### config.mk
export PLATFORM = sky130hd
export DESIGN_NAME = uart_mmio
export DESIGN_NICKNAME = d
export VERILOG_FILES = /design/src/rtl/uart_mmio.sv
export SDC_FILE = /design/constraint.sdc
export NUM_CORES = 1
export LEC_CHECK = 0
export ABC_AREA = 1
export CORE_UTILIZATION = 60
export CTS_BUF_LIST = sky130_fd_sc_hd__clkbuf_8
export CTS_CLUSTER_DIAMETER = 80
export DETAILED_ROUTE_END_ITERATION = 16
export PLACE_DENSITY = 0.81
export SYNTH_ARGS = -nofsm -noshare
export SYNTH_HDL_FRONTEND = slang
export SYNTH_SLANG_ARGS = --single-unit
### constraint.sdc
create_clock -name clk -period 4.6 [get_ports clk]
set_input_delay 1.38 -clock clk [delete_from_list [all_inputs] [get_ports clk]]
set_output_delay 1.38 -clock clk [all_outputs]
set_load 0.01 [all_outputs]
### src/rtl/uart_mmio.sv
// Memory-mapped 8N1 UART at CPU address 001h: single-byte TX holding register feeding a shifter,
// oversampled RX deserialiser feeding a small FIFO, and a one-cycle registered status/data read port.
module uart_mmio #(
    parameter int CLK_PER_BIT = 16,
    parameter int RX_DEPTH    = 4
) (
    input  logic        clk,
    input  logic        rst,
    input  logic        sel,
    input  logic        rd,
    input  logic        wr,
    input  logic [15:0] wr_data,
    output logic [15:0] rd_data,
    output logic        tx,
    input  logic        rx
);

    localparam int CW = $clog2(CLK_PER_BIT);
    localparam int AW = $clog2(RX_DEPTH);
    localparam logic [CW-1:0] CNT_LAST = CW'(CLK_PER_BIT - 1);
    localparam logic [CW-1:0] CNT_HALF = CW'(CLK_PER_BIT / 2 - 1);

    typedef enum logic [1:0] {RX_IDLE, RX_START, RX_DATA, RX_STOP} rx_state_t;

    logic            rx_meta_q, rx_meta_d, rx_sync_q, rx_sync_d;
    logic            hold_full_q, hold_full_d;
    logic [7:0]      hold_data_q, hold_data_d;
    logic            tx_busy_q, tx_busy_d;
    logic [CW-1:0]   tx_cnt_q, tx_cnt_d;
    logic [3:0]      tx_bit_q, tx_bit_d;
    logic [9:0]      tx_shift_q, tx_shift_d;
    logic [AW:0]     wr_ptr_q, wr_ptr_d, rd_ptr_q, rd_ptr_d;
    logic [7:0]      mem_q [RX_DEPTH];
    logic [7:0]      mem_d [RX_DEPTH];
    logic            rx_ovr_q, rx_ovr_d, frame_err_q, frame_err_d, tx_ovr_q, tx_ovr_d;
    logic [15:0]     rd_data_q, rd_data_d;

    rx_state_t       rx_state_q;
    logic [CW-1:0]   rx_cnt_q;
    logic [2:0]      rx_bit_q;
    logic [7:0]      rx_shift_q;

    logic rd_req, wr_req, fifo_empty, fifo_full, pop, rx_push, rx_bad_stop, tx_done;
    logic unused_wr_hi;

    assign unused_wr_hi = ^wr_data[15:8];
    assign rd_req  = sel & rd;
    assign wr_req  = sel & wr;
    assign rd_data = rd_data_q;
    assign tx      = tx_shift_q[0];

    assign fifo_empty  = (wr_ptr_q == rd_ptr_q);
    assign fifo_full   = (wr_ptr_q[AW] != rd_ptr_q[AW]) && (wr_ptr_q[AW-1:0] == rd_ptr_q[AW-1:0]);
    assign pop         = rd_req & ~fifo_empty;
    assign rx_push     = (rx_state_q == RX_STOP) && (rx_cnt_q == CNT_LAST) && rx_sync_q;
    assign rx_bad_stop = (rx_state_q == RX_STOP) && (rx_cnt_q == CNT_LAST) && !rx_sync_q;
    assign tx_done     = tx_busy_q && (tx_cnt_q == CNT_LAST) && (tx_bit_q == 4'd9);

    // The shifter idles at all-ones so tx comes straight off a flop and stays glitch-free.
    always_comb begin
        rx_meta_d   = rx;
        rx_sync_d   = rx_meta_q;
        hold_full_d = hold_full_q;
        hold_data_d = hold_data_q;
        tx_busy_d   = tx_busy_q;
        tx_cnt_d    = tx_cnt_q;
        tx_bit_d    = tx_bit_q;
        tx_shift_d  = tx_shift_q;
        tx_ovr_d    = tx_ovr_q & ~rd_req;

        if (tx_busy_q) begin
            if (tx_cnt_q == CNT_LAST) begin
                tx_cnt_d = '0;
                if (tx_bit_q == 4'd9) begin
                    tx_busy_d  = 1'b0;
                    tx_bit_d   = '0;
                    tx_shift_d = '1;
                end else begin
                    tx_bit_d   = tx_bit_q + 4'd1;
                    tx_shift_d = {1'b1, tx_shift_q[9:1]};
                end
            end else begin
                tx_cnt_d = tx_cnt_q + CW'(1);
            end
        end

        // Chaining on tx_done keeps back-to-back frames free of idle cycles.
        if ((!tx_busy_q || tx_done) && hold_full_q) begin
            tx_shift_d  = {1'b1, hold_data_q, 1'b0};
            tx_busy_d   = 1'b1;
            tx_cnt_d    = '0;
            tx_bit_d    = '0;
            hold_full_d = 1'b0;
        end

        if (wr_req) begin
            if (hold_full_q) begin
                tx_ovr_d = 1'b1;
            end else begin
                hold_full_d = 1'b1;
                hold_data_d = wr_data[7:0];
            end
        end
    end

    // A pop frees the head slot first, so a push into a full FIFO on the same edge still lands.
    always_comb begin
        mem_d       = mem_q;
        wr_ptr_d    = wr_ptr_q;
        rd_ptr_d    = rd_ptr_q;
        rx_ovr_d    = rx_ovr_q & ~rd_req;
        frame_err_d = (frame_err_q & ~rd_req) | rx_bad_stop;
        rd_data_d   = rd_data_q;

        if (pop) begin
            rd_ptr_d = rd_ptr_q + (AW+1)'(1);
        end
        if (rx_push) begin
            if (!fifo_full || pop) begin
                mem_d[wr_ptr_q[AW-1:0]] = rx_shift_q;
                wr_ptr_d = wr_ptr_q + (AW+1)'(1);
            end else begin
                rx_ovr_d = 1'b1;
            end
        end
        if (rd_req) begin
            rd_data_d = {3'b000, tx_ovr_q, frame_err_q, rx_ovr_q, hold_full_q, ~fifo_empty,
                         fifo_empty ? 8'h00 : mem_q[rd_ptr_q[AW-1:0]]};
        end
    end

    always_ff @(posedge clk or posedge rst) begin
        if (rst) begin
            rx_meta_q   <= 1'b1;
            rx_sync_q   <= 1'b1;
            hold_full_q <= 1'b0;
            hold_data_q <= '0;
            tx_busy_q   <= 1'b0;
            tx_cnt_q    <= '0;
            tx_bit_q    <= '0;
            tx_shift_q  <= '1;
            wr_ptr_q    <= '0;
            rd_ptr_q    <= '0;
            rx_ovr_q    <= 1'b0;
            frame_err_q <= 1'b0;
            tx_ovr_q    <= 1'b0;
            rd_data_q   <= '0;
        end else begin
            rx_meta_q   <= rx_meta_d;
            rx_sync_q   <= rx_sync_d;
            hold_full_q <= hold_full_d;
            hold_data_q <= hold_data_d;
            tx_busy_q   <= tx_busy_d;
            tx_cnt_q    <= tx_cnt_d;
            tx_bit_q    <= tx_bit_d;
            tx_shift_q  <= tx_shift_d;
            wr_ptr_q    <= wr_ptr_d;
            rd_ptr_q    <= rd_ptr_d;
            rx_ovr_q    <= rx_ovr_d;
            frame_err_q <= frame_err_d;
            tx_ovr_q    <= tx_ovr_d;
            rd_data_q   <= rd_data_d;
        end
    end

    always_ff @(posedge clk) begin
        mem_q <= mem_d;
    end

    // Start is confirmed at mid-bit; every later sample lands mid-bit one bit period apart.
    always_ff @(posedge clk or posedge rst) begin
        if (rst) begin
            rx_state_q <= RX_IDLE;
            rx_cnt_q   <= '0;
            rx_bit_q   <= '0;
            rx_shift_q <= '0;
        end else begin
            case (rx_state_q)
                RX_IDLE: begin
                    rx_cnt_q <= '0;
                    rx_bit_q <= '0;
                    if (!rx_sync_q) rx_state_q <= RX_START;
                end
                RX_START: begin
                    if (rx_cnt_q == CNT_HALF) begin
                        rx_cnt_q   <= '0;
                        rx_state_q <= rx_sync_q ? RX_IDLE : RX_DATA;
                    end else begin
                        rx_cnt_q <= rx_cnt_q + CW'(1);
                    end
                end
                RX_DATA: begin
                    if (rx_cnt_q == CNT_LAST) begin
                        rx_cnt_q   <= '0;
                        rx_shift_q <= {rx_sync_q, rx_shift_q[7:1]};
                        rx_bit_q   <= rx_bit_q + 3'd1;
                        if (rx_bit_q == 3'd7) rx_state_q <= RX_STOP;
                    end else begin
                        rx_cnt_q <= rx_cnt_q + CW'(1);
                    end
                end
                RX_STOP: begin
                    if (rx_cnt_q == CNT_LAST) begin
                        rx_cnt_q   <= '0;
                        rx_state_q <= RX_IDLE;
                    end else begin
                        rx_cnt_q <= rx_cnt_q + CW'(1);
                    end
                end
                default: rx_state_q <= RX_IDLE;
            endcase
        end
    end

endmodule
---- After elaboration in Yosys (flattened, before gate mapping) ----
Index checks and enable logic that the tools add are counted.
word-level totals
  flip-flop bits (word level) ............. 101
  bits in latches ......................... 0
  bits in writable memories ............... 0
  bits in read-only memories .............. 0
  input bits .............................. 22
  output and inout bits ................... 17
  word-level logic and storage cells ...... 124
  memories ................................ 0
operators by class
  add/subtract/negate cells ............... 6
  $mul .................................... 0
  div/mod/pow operators ................... 0
  $lt $le $gt $ge ......................... 3
  equal/unequal tests ..................... 16
  shifts and indexed selects .............. 0
  muxes and demuxes ....................... 41
  bitwise gates (word level) .............. 12
  reductions and logical operators ........ 24
operator list
  operator                                                        number
  4-bit two-way mux                                               9
  32-bit bitwise mux                                              1
  8-bit two-way mux                                               4
  10-bit two-way mux                                              3
  8-bit binary-select mux with 2-bit select                       1
  8-bit demux with 2-bit select                                   1
  4-bit by 1-bit adder with 4-bit output (second input constant)  3
  4-bit == test (second input constant)                           3
  2-bit two-way mux                                               6
  4-bit case mux with 3 select lines                              1
  1-bit two-way mux                                               11
  2-bit AND reduction                                             5
  3-bit by 1-bit adder with 3-bit output (second input constant)  3
  9-bit two-way mux                                               1
  1-bit logical AND                                               8
  2-bit != test (second input constant)                           4
  2-bit case mux with 4 select lines                              1
  1-bit bitwise AND                                               6
  3-bit greater-or-equal comparator (second input constant)       2
  2-bit NOT with 3-bit output                                     2
  3-bit case mux with 2 select lines                              1
  2-bit nonzero test                                              3
  5-bit AND reduction                                             1
  2-bit == test (second input constant)                           2
  other kinds (15)                                                20

---- Depth between registers and ports, before layout ----
Gate-level depths: netlist (run 1).
  word-level depth ........................ 8
  depth in mapped cells ................... 9
  gate-level depth less buffers ........... 9

---- Worst setup path before layout (run 1) ----
Ideal clock, no wire load.
  path kind ............................... input to register
  start ................................... input sel
  end ..................................... register mem_q[24] (netlist bit) (enable)
  setup time .............................. 0.371 ns
  arrival time ............................ 2.281 ns
  data required time ...................... 4.229 ns
  slack ................................... 1.948 ns
  stages on the path ...................... 6
  buffers on the path ..................... 0
  path through ............................ nand2_2 -> inv_1 -> nor2_1 -> nand2_1 -> nand2_4 -> nor2_1
on the way
  word-level cells in the longest chain between the ends .. 4
ends and longest elaborated chain
  element                               line  source
  from (decl)                           9     input logic sel,
  1-bit bitwise AND                     47    assign rd_req = sel & rd;
  1-bit bitwise AND                     54    assign pop = rd_req & ~fifo_empty;
  1-bit logical OR                      119   if (!fifo_full || pop) begin
  2-bit AND reduction (no source line)  -
  to (signal assigned)                  167   mem_q <= mem_d;
  to (decl)                             33    logic [7:0] mem_q [RX_DEPTH];
No other way between the ends.
A chain may end at the register's enable or synchronous reset.

---- Worst setup path in the final report (run 1) ----
  start ................................... input sel
  end ..................................... register mem_q[19] (netlist bit) (enable)
Same word-level chain as after synthesis.

==> summary.md, run 1 <==
| Metric | Value |
|---|---|
| Status | `finished, final reports clean` |
| Hold_sp | `rx_meta_q` |
| Vias in the first global route | `3030` |
| PortBufs | `27` |
| First-pass GRT wire length | `13.4 mm` |
| Cell taking the most area after synthesis | `dfrtp_1` |
| Setup Total Neg Slack | `0 ns` |
| Peak VDD IR | `324 uV` |
| Final Power | `1.95 mW` |
| Clock Sinks | `100` |
| Placed cell areas | `0.00474 mm2` |
| CP endpoint kind | `flip-flop` |
| Slew headroom | `25.6%` |
| Fin crit period | `3.23 ns` |
| Yosys cell types | `32` |
| Reg2reg start | `rd_ptr_q[0]` |
| Post-synthesis register bit count | `100` |
| Ratio of cells with drive above 1 in the final layout | `11.0%` |
| Post-layout util | `71.0%` |
| DR vias/cell | `5.26` |
| Crit start category | `input pin` |
| Final instance area | `0.00493 mm2` |
| Die H | `87.8 um` |
| Crit path from | `sel` |
| Die X-Extent | `87.8 um` |
| Initial Utilization | `63.6%` |
| Leak | `2.28 nW` |
| Worst-Margin Slew | `1.11 ns` |
| WP data arrival | `3.23 ns` |
| Placed Instances | `562` |
| Maximum clock frequency | `310 MHz` |
| Area of the die | `0.00771 mm2` |
| DRC violations left | `0` |
| Mapped Avg Cell Area | `9.84 um2` |
| Grt ovf | `0` |
| Via Count | `3040` |
| Fin crit share | `70.1%` |
| Most common cell after layout, fill and taps aside | `nand2_1` |
| Post-synth top area share | `32.3%` |
| Most frequent cells in the layout | `99 x nand2_1, 57 x dfrtp_1, 55 x nor2_1, 37 x inv_1, 36 x o21ai_0` |
| Drt first pass iters | `4` |
| CTS clk-pin slew, worst paths | `0.10 ns` |
| PD cells | `395 mW/mm2` |
| Fill cells | `523` |
| Final Non-Filler Cells | `578` |
| Post-Syn Area | `0.00442 mm2` |
| Largest net degree at the start of global routing | `55` |
| Nets@finish | `510` |
| Top post-synthesis cells by area | `dfrtp_1 32%, edfxtp_1 22%, nand2_1 8.4%` |
| Hpwl dp | `5.25 mm` |
| Endpoints failing setup | `0` |
| Core area | `0.00694 mm2` |
| FP Rows | `30` |
| Worst reg2reg path depth | `5` |
| Hold Path Stages | `0` |
| Gr usage total | `23.4%` |
| H-tree depth | `3` |
| GPL Wtd Cong | `0.735` |
| Pins Over Slew Limit | `0` |
| Post_cts resized | `0` |
| Worst Path Required | `4.60 ns` |
| Seq/Total Area, Yosys | `60.6%` |
| I/O pins | `39` |
| Reg-to-Reg End | `mem_q[19]` |
| Unrepaired setup endpoints after global routing | `false` |
| Hold EP | `rx_sync_q` |
| Root buffer cell | `clkbuf_8` |
| Final ANT Viol Nets | `0` |
| Crit path kind | `in -> reg` |
| Hold_buf cts | `0` |
| WL final | `7.77 mm` |
| # Post-CTS Setup Buffers | `0` |
| Final hold vios | `0` |
| Ys Warns | `0` |
| Syn-to-layout area delta | `11.6%` |
| Drt first-iter violations | `184` |
| Flop-to-flop setup slack | `2.19 ns` |
| Worst hold slack | `0.361 ns` |
| Longest Clk Path Bufs | `2` |
| CTS tree | `yes` |
| CTS Buf Count | `9` |
| Number of max-cap violations | `0` |
| Crit path max fanout | `18` |
| Final setup margin | `1.37 ns` |
| Skew final | `0.0127 ns` |
| Wire per inst | `13.4 um` |
| Synth Instances | `449` |
| DP Worst Slack | `0.999 ns` |
| Worst skew pair latency | `0.37 ns` |
| Hold Crit Class | `reg -> reg` |
| Initial antenna violation count | `0` |
| # diodes | `0` |
registers in the layout, indices dropped and copies added, names as in the netlist, 3 cells and up, named ones only:
register,count
hold_data_q,8
mem_q,32
rd_data,13
rd_ptr_q,3
rx_bit_q,3
rx_cnt_q,4
rx_shift_q,8
tx_bit_q,4
tx_cnt_q,4
tx_shift_q,9
wr_ptr_q,3
per-layer routing:
metal | global-route usage (%) | part of all wire [%] | vias up
met2 | 38.8 | 50 | 38
met5 | 0 | 0 | -
met4 | 11.3 | 2.3 | 0
met1 | 29.8 | 45 | 1472
met3 | 4.34 | 3.0 | 15
li1 | - | - | 1515
worst max path at each step:
stage               cells past startpoint  slack [ns]                         end
finish                                  8        1.37                   mem_q[19]
global route                            8        1.24                   mem_q[19]
CTS                                     8        1.39                   mem_q[19]
detailed placement                      8         1.0                   mem_q[17]
global placement                        8        1.02                   mem_q[17]
floorplan                               1        1.53  asynchronous set/reset pin
power breakdown:
part           switching (mW)  internal [mW]
Combinational           0.201          0.145
Sequential             0.0747          0.994
Clock                   0.324          0.212
synthesized netlist by cell type, drive strengths merged:
master / n
mux2: 1
a31oi: 1
clkinv: 1
edfxtp: 32
dfrtp: 57
xor2: 8
xnor2: 2
dfstp: 11
o21ai: 40
inv: 42
nand4: 11
conb: 1
buf: 15
nand3: 38
o22ai: 4
nor2: 58
or2: 1
a21oi: 9
nand2: 105
clkbuf: 1
ha: 11
final cells by class:
class                           count  area (um2)  area share, %
Inverter                           43         161           3.27
Timing Repair Buffer               31         300           6.09
Multi-Input combinational cell    292        1480           30.0
Sequential cell                   100        2680           54.3
Clock buffer                        9         124           2.51
Clock inverter                      7        71.3           1.45
Tap cell                           96         120           2.44
kinds of logic (layout without fill, tap and decap cells):
group,Yosys count,in the layout,synth area share (%)
xor+xnor,10,10,2.15
other cells,1,3,0.0849
mux,1,1,0.255
buf+inv,59,90,6.14
fa+ha+maj,11,11,3.11
compound gates,54,54,6.26
flops,100,100,60.6
simple gates,213,213,21.4
worst max-delay path: stages:
cell,delay [ns]
clkdlybuf4s50_1,0.53
nand2_2,0.06
buf_4,0.19
inv_1,0.08
nor2_1,0.06
nand2_1,0.17
nand2_4,0.10
nor2_1,0.65
Power figures use the tool's default switching activity.
==> inputs of run 2 (changes only) <==
Settings changed: CORE_UTILIZATION 60 to 54, PLACE_DENSITY 0.81 to 0.77.
Clock period 4.6 ns to 2.6 ns, I/O delays scaled along.
==> run 2 against run 1 <==
Power rose by 80%; critical path depth fell by 7; setup slack got worse by 1.0 ns; clock power rose by 84%; first-iteration DRC count fell by 22%; sequential cell count did not move; critical path type is now reg -> out; largest power group unchanged.
==> summary.md, run 2 (synthesized netlist as in run 1, its figures left out) <==
| Metric | Value |
|---|---|
| Leak | `2.32 nW (+1.6%)` |
| Drt first pass iters | `4 (unchanged)` |
| CTS tree | `yes` |
| Hold Crit Class | `reg -> reg` |
| Worst Path Buf+Inv | `1 (-2)` |
| Hpwl dp | `5.29 mm (+0.76%)` |
| Worst reg2reg path depth | `7 (+2)` |
| GPL Wtd Cong | `0.786 (+6.9%)` |
| Final hold vios | `0 (unchanged)` |
| Die H | `92.5 um (+5.3%)` |
| Worst skew pair latency | `0.37 ns (about the same)` |
| Skew final | `0.0116 ns (-0.00103 ns)` |
| Reg-to-Reg End | `tx_shift_q[0]` |
| Status | `finished, final reports clean` |
| Placed Instances | `573 (+2.0%)` |
| Flop-to-flop setup slack | `0.53 ns (-1.66 ns)` |
| DRC violations left | `0 (unchanged)` |
| CTS clk-pin slew, worst paths | `0.11 ns (about the same)` |
| I/O pins | `39 (unchanged)` |
| Drt first-iter violations | `144 (-22%)` |
| Longest Clk Path Bufs | `2 (unchanged)` |
| Fin crit share | `85.6%` |
| Nets@finish | `515 (+0.98%)` |
| Core area | `0.00781 mm2 (+12%)` |
| Maximum clock frequency | `449 MHz` |
| Unrepaired setup endpoints after global routing | `false` |
| Gr usage total | `21.0% (-2.4 points)` |
| Clock Sinks | `100 (unchanged)` |
| Endpoints failing setup | `0 (unchanged)` |
| Max reg flops | `32 (unchanged)` |
| Number of max-cap violations | `0 (unchanged)` |
| Pins Over Slew Limit | `0 (unchanged)` |
| Crit path max fanout | `2 (-16)` |
| Final Non-Filler Cells | `589 (+1.9%)` |
| WP data arrival | `1.45 ns (-1.78 ns)` |
| Ratio of cells with drive above 1 in the final layout | `11.9% (+0.91 points)` |
| Peak VDD IR | `368 uV (+14%)` |
| # Post-CTS Setup Buffers | `0 (unchanged)` |
| WL final | `8.08 mm (+4.0%)` |
| Grt ovf | `0 (unchanged)` |
| FP Rows | `32 (+6.7%)` |
| Multi-input logic area | `0.00148 mm2 (unchanged)` |
| Worst Path Required | `1.82 ns (-2.78 ns)` |
| Fill cells | `622 (+19%)` |
| Hold_sp | `rx_meta_q` |
| Initial antenna violation count | `0 (unchanged)` |
| # diodes | `0 (unchanged)` |
| Vias in the first global route | `3036 (+0.20%)` |
| Wire per inst | `13.7 um (+2.0%)` |
| DR vias/cell | `5.15 (-2.0%)` |
| H-tree depth | `3 (unchanged)` |
| Fin crit period | `2.23 ns` |
| Crit start category | `flip-flop` |
| CTS Buf Count | `9 (unchanged)` |
| Root buffer cell | `clkbuf_8` |
| PortBufs | `27 (unchanged)` |
| Initial Utilization | `56.6% (-7.0 points)` |
| Most frequent cells in the layout | `99 x nand2_1, 57 x dfrtp_1, 55 x nor2_1, 37 x inv_1, 36 x o21ai_0` |
| Crit path kind | `reg -> out` |
| Worst path max stage delay | `0.55 ns (-0.10 ns)` |
| Via Count | `3036 (-0.13%)` |
| Post_cts resized | `0 (unchanged)` |
| CP endpoint kind | `primary output` |
| Final ANT Viol Nets | `0 (unchanged)` |
| CP top delay family | `flip-flops` |
| CP Cell Sequence | `clkdlybuf4s50_1` |
| Most common cell after layout, fill and taps aside | `nand2_1` |
| Slowest-stage cell, CP | `dfstp_2` |
| Largest net degree at the start of global routing | `69 (+25%)` |
| Register area | `0.00268 mm2 (unchanged)` |
| Hold_buf cts | `0 (unchanged)` |
| Worst path depth | `1 (-7)` |
| Hold EP | `rx_sync_q` |
| PD cells | `702 mW/mm2 (+78%)` |
| Area of the die | `0.00855 mm2 (+11%)` |
| Die X-Extent | `92.5 um (+5.3%)` |
| First-pass GRT wire length | `13.9 mm (+3.3%)` |
| Setup Total Neg Slack | `0 ns (unchanged)` |
| Reg2reg start | `tx_cnt_q[0]` |
| Syn-to-layout area delta | `13.2%` |
| Hold Path Stages | `0 (unchanged)` |
| Top reg by flops | `mem_q` |
-- run 2: cell types whose count changed in the layout (fill, tap and decap cells not counted), sizes merged --
cell    before  now
clkinv       5    4
buf          4    9
inv         45   46
-- run 2: area by class of cell --
type,count,share of cell area (%)
clock buffers,9,2.48
clock inverters,7,1.68
inverters,43,3.23
multi-input cells,292,29.6
flip-flops and latches,100,53.5
well taps,102,2.55
repair buffers,36,7.00
-- run 2: worst max path at each step --
| stage | from | end | slack [ns] |
|---|---|---|---|
| 2_1_floorplan | rst | asynchronous set/reset pin | 0.13 |
| 3_3_place_gp | sel | mem_q[27] | 0.24 |
| 3_5_place_dp | sel | mem_q[29] | 0.21 |
| 4_1_cts | tx_shift_q[0] | tx | 0.36 |
| 5_1_grt | tx_cnt_q[0] | tx_shift_q[0] | 0.33 |
| 6_report | tx_shift_q[0] | tx | 0.37 |
-- run 2: metal layers --
| layer | global-route usage (%) | vias up | part of all wire (%) |
|---|---|---|---|
| met5 | 0 | - | 0 |
| met2 | 34.2 | 73 | 48 |
| met4 | 9.24 | 0 | 1.7 |
| met3 | 4.02 | 10 | 5.0 |
| li1 | - | 1525 | - |
| met1 | 27.4 | 1428 | 45 |
-- run 2: metrics by stage --
| stage | hold slack (ns) | cell area (um2) | util, % | worst slack [ns] | power, mW |
|---|---|---|---|---|---|
| 6_report | 0.362 | 5000 | 64.1 | 0.374 | 3.51 |
| 2_1_floorplan | 0.345 | 4430 | - | 0.127 | 2.34 |
| 3_3_place_gp | 0.346 | 4790 | 61.4 | 0.240 | 2.52 |
| 5_1_grt | 0.369 | 5000 | 64.1 | 0.327 | 3.71 |
| 4_1_cts | 0.363 | 5000 | 64.1 | 0.363 | 3.54 |
| 3_5_place_dp | 0.347 | 4790 | 61.4 | 0.211 | 2.55 |
-- run 2: worst reg2reg max path, stage by stage (launching register included) --
cell and delay, ns:
dfrtp_1 0.44, ha_1 0.21, nand3_2 0.11, nand2_2 0.23, nand2_1 0.31, inv_1 0.40
o21ai_0 0.15, o21ai_0 0.17
-- run 2: power by group --
| group | switching [mW] | internal, mW |
|---|---|---|
| combinational | 0.407 | 0.266 |
| clock | 0.599 | 0.389 |
| sequential | 0.0931 | 1.76 |
==> inputs of run 3 (changes only) <==
Settings changed: SLEW_MARGIN set to 5.
==> results of run 3 <==
Same layout as run 2: the final DEF is identical, and so are final timing and power.
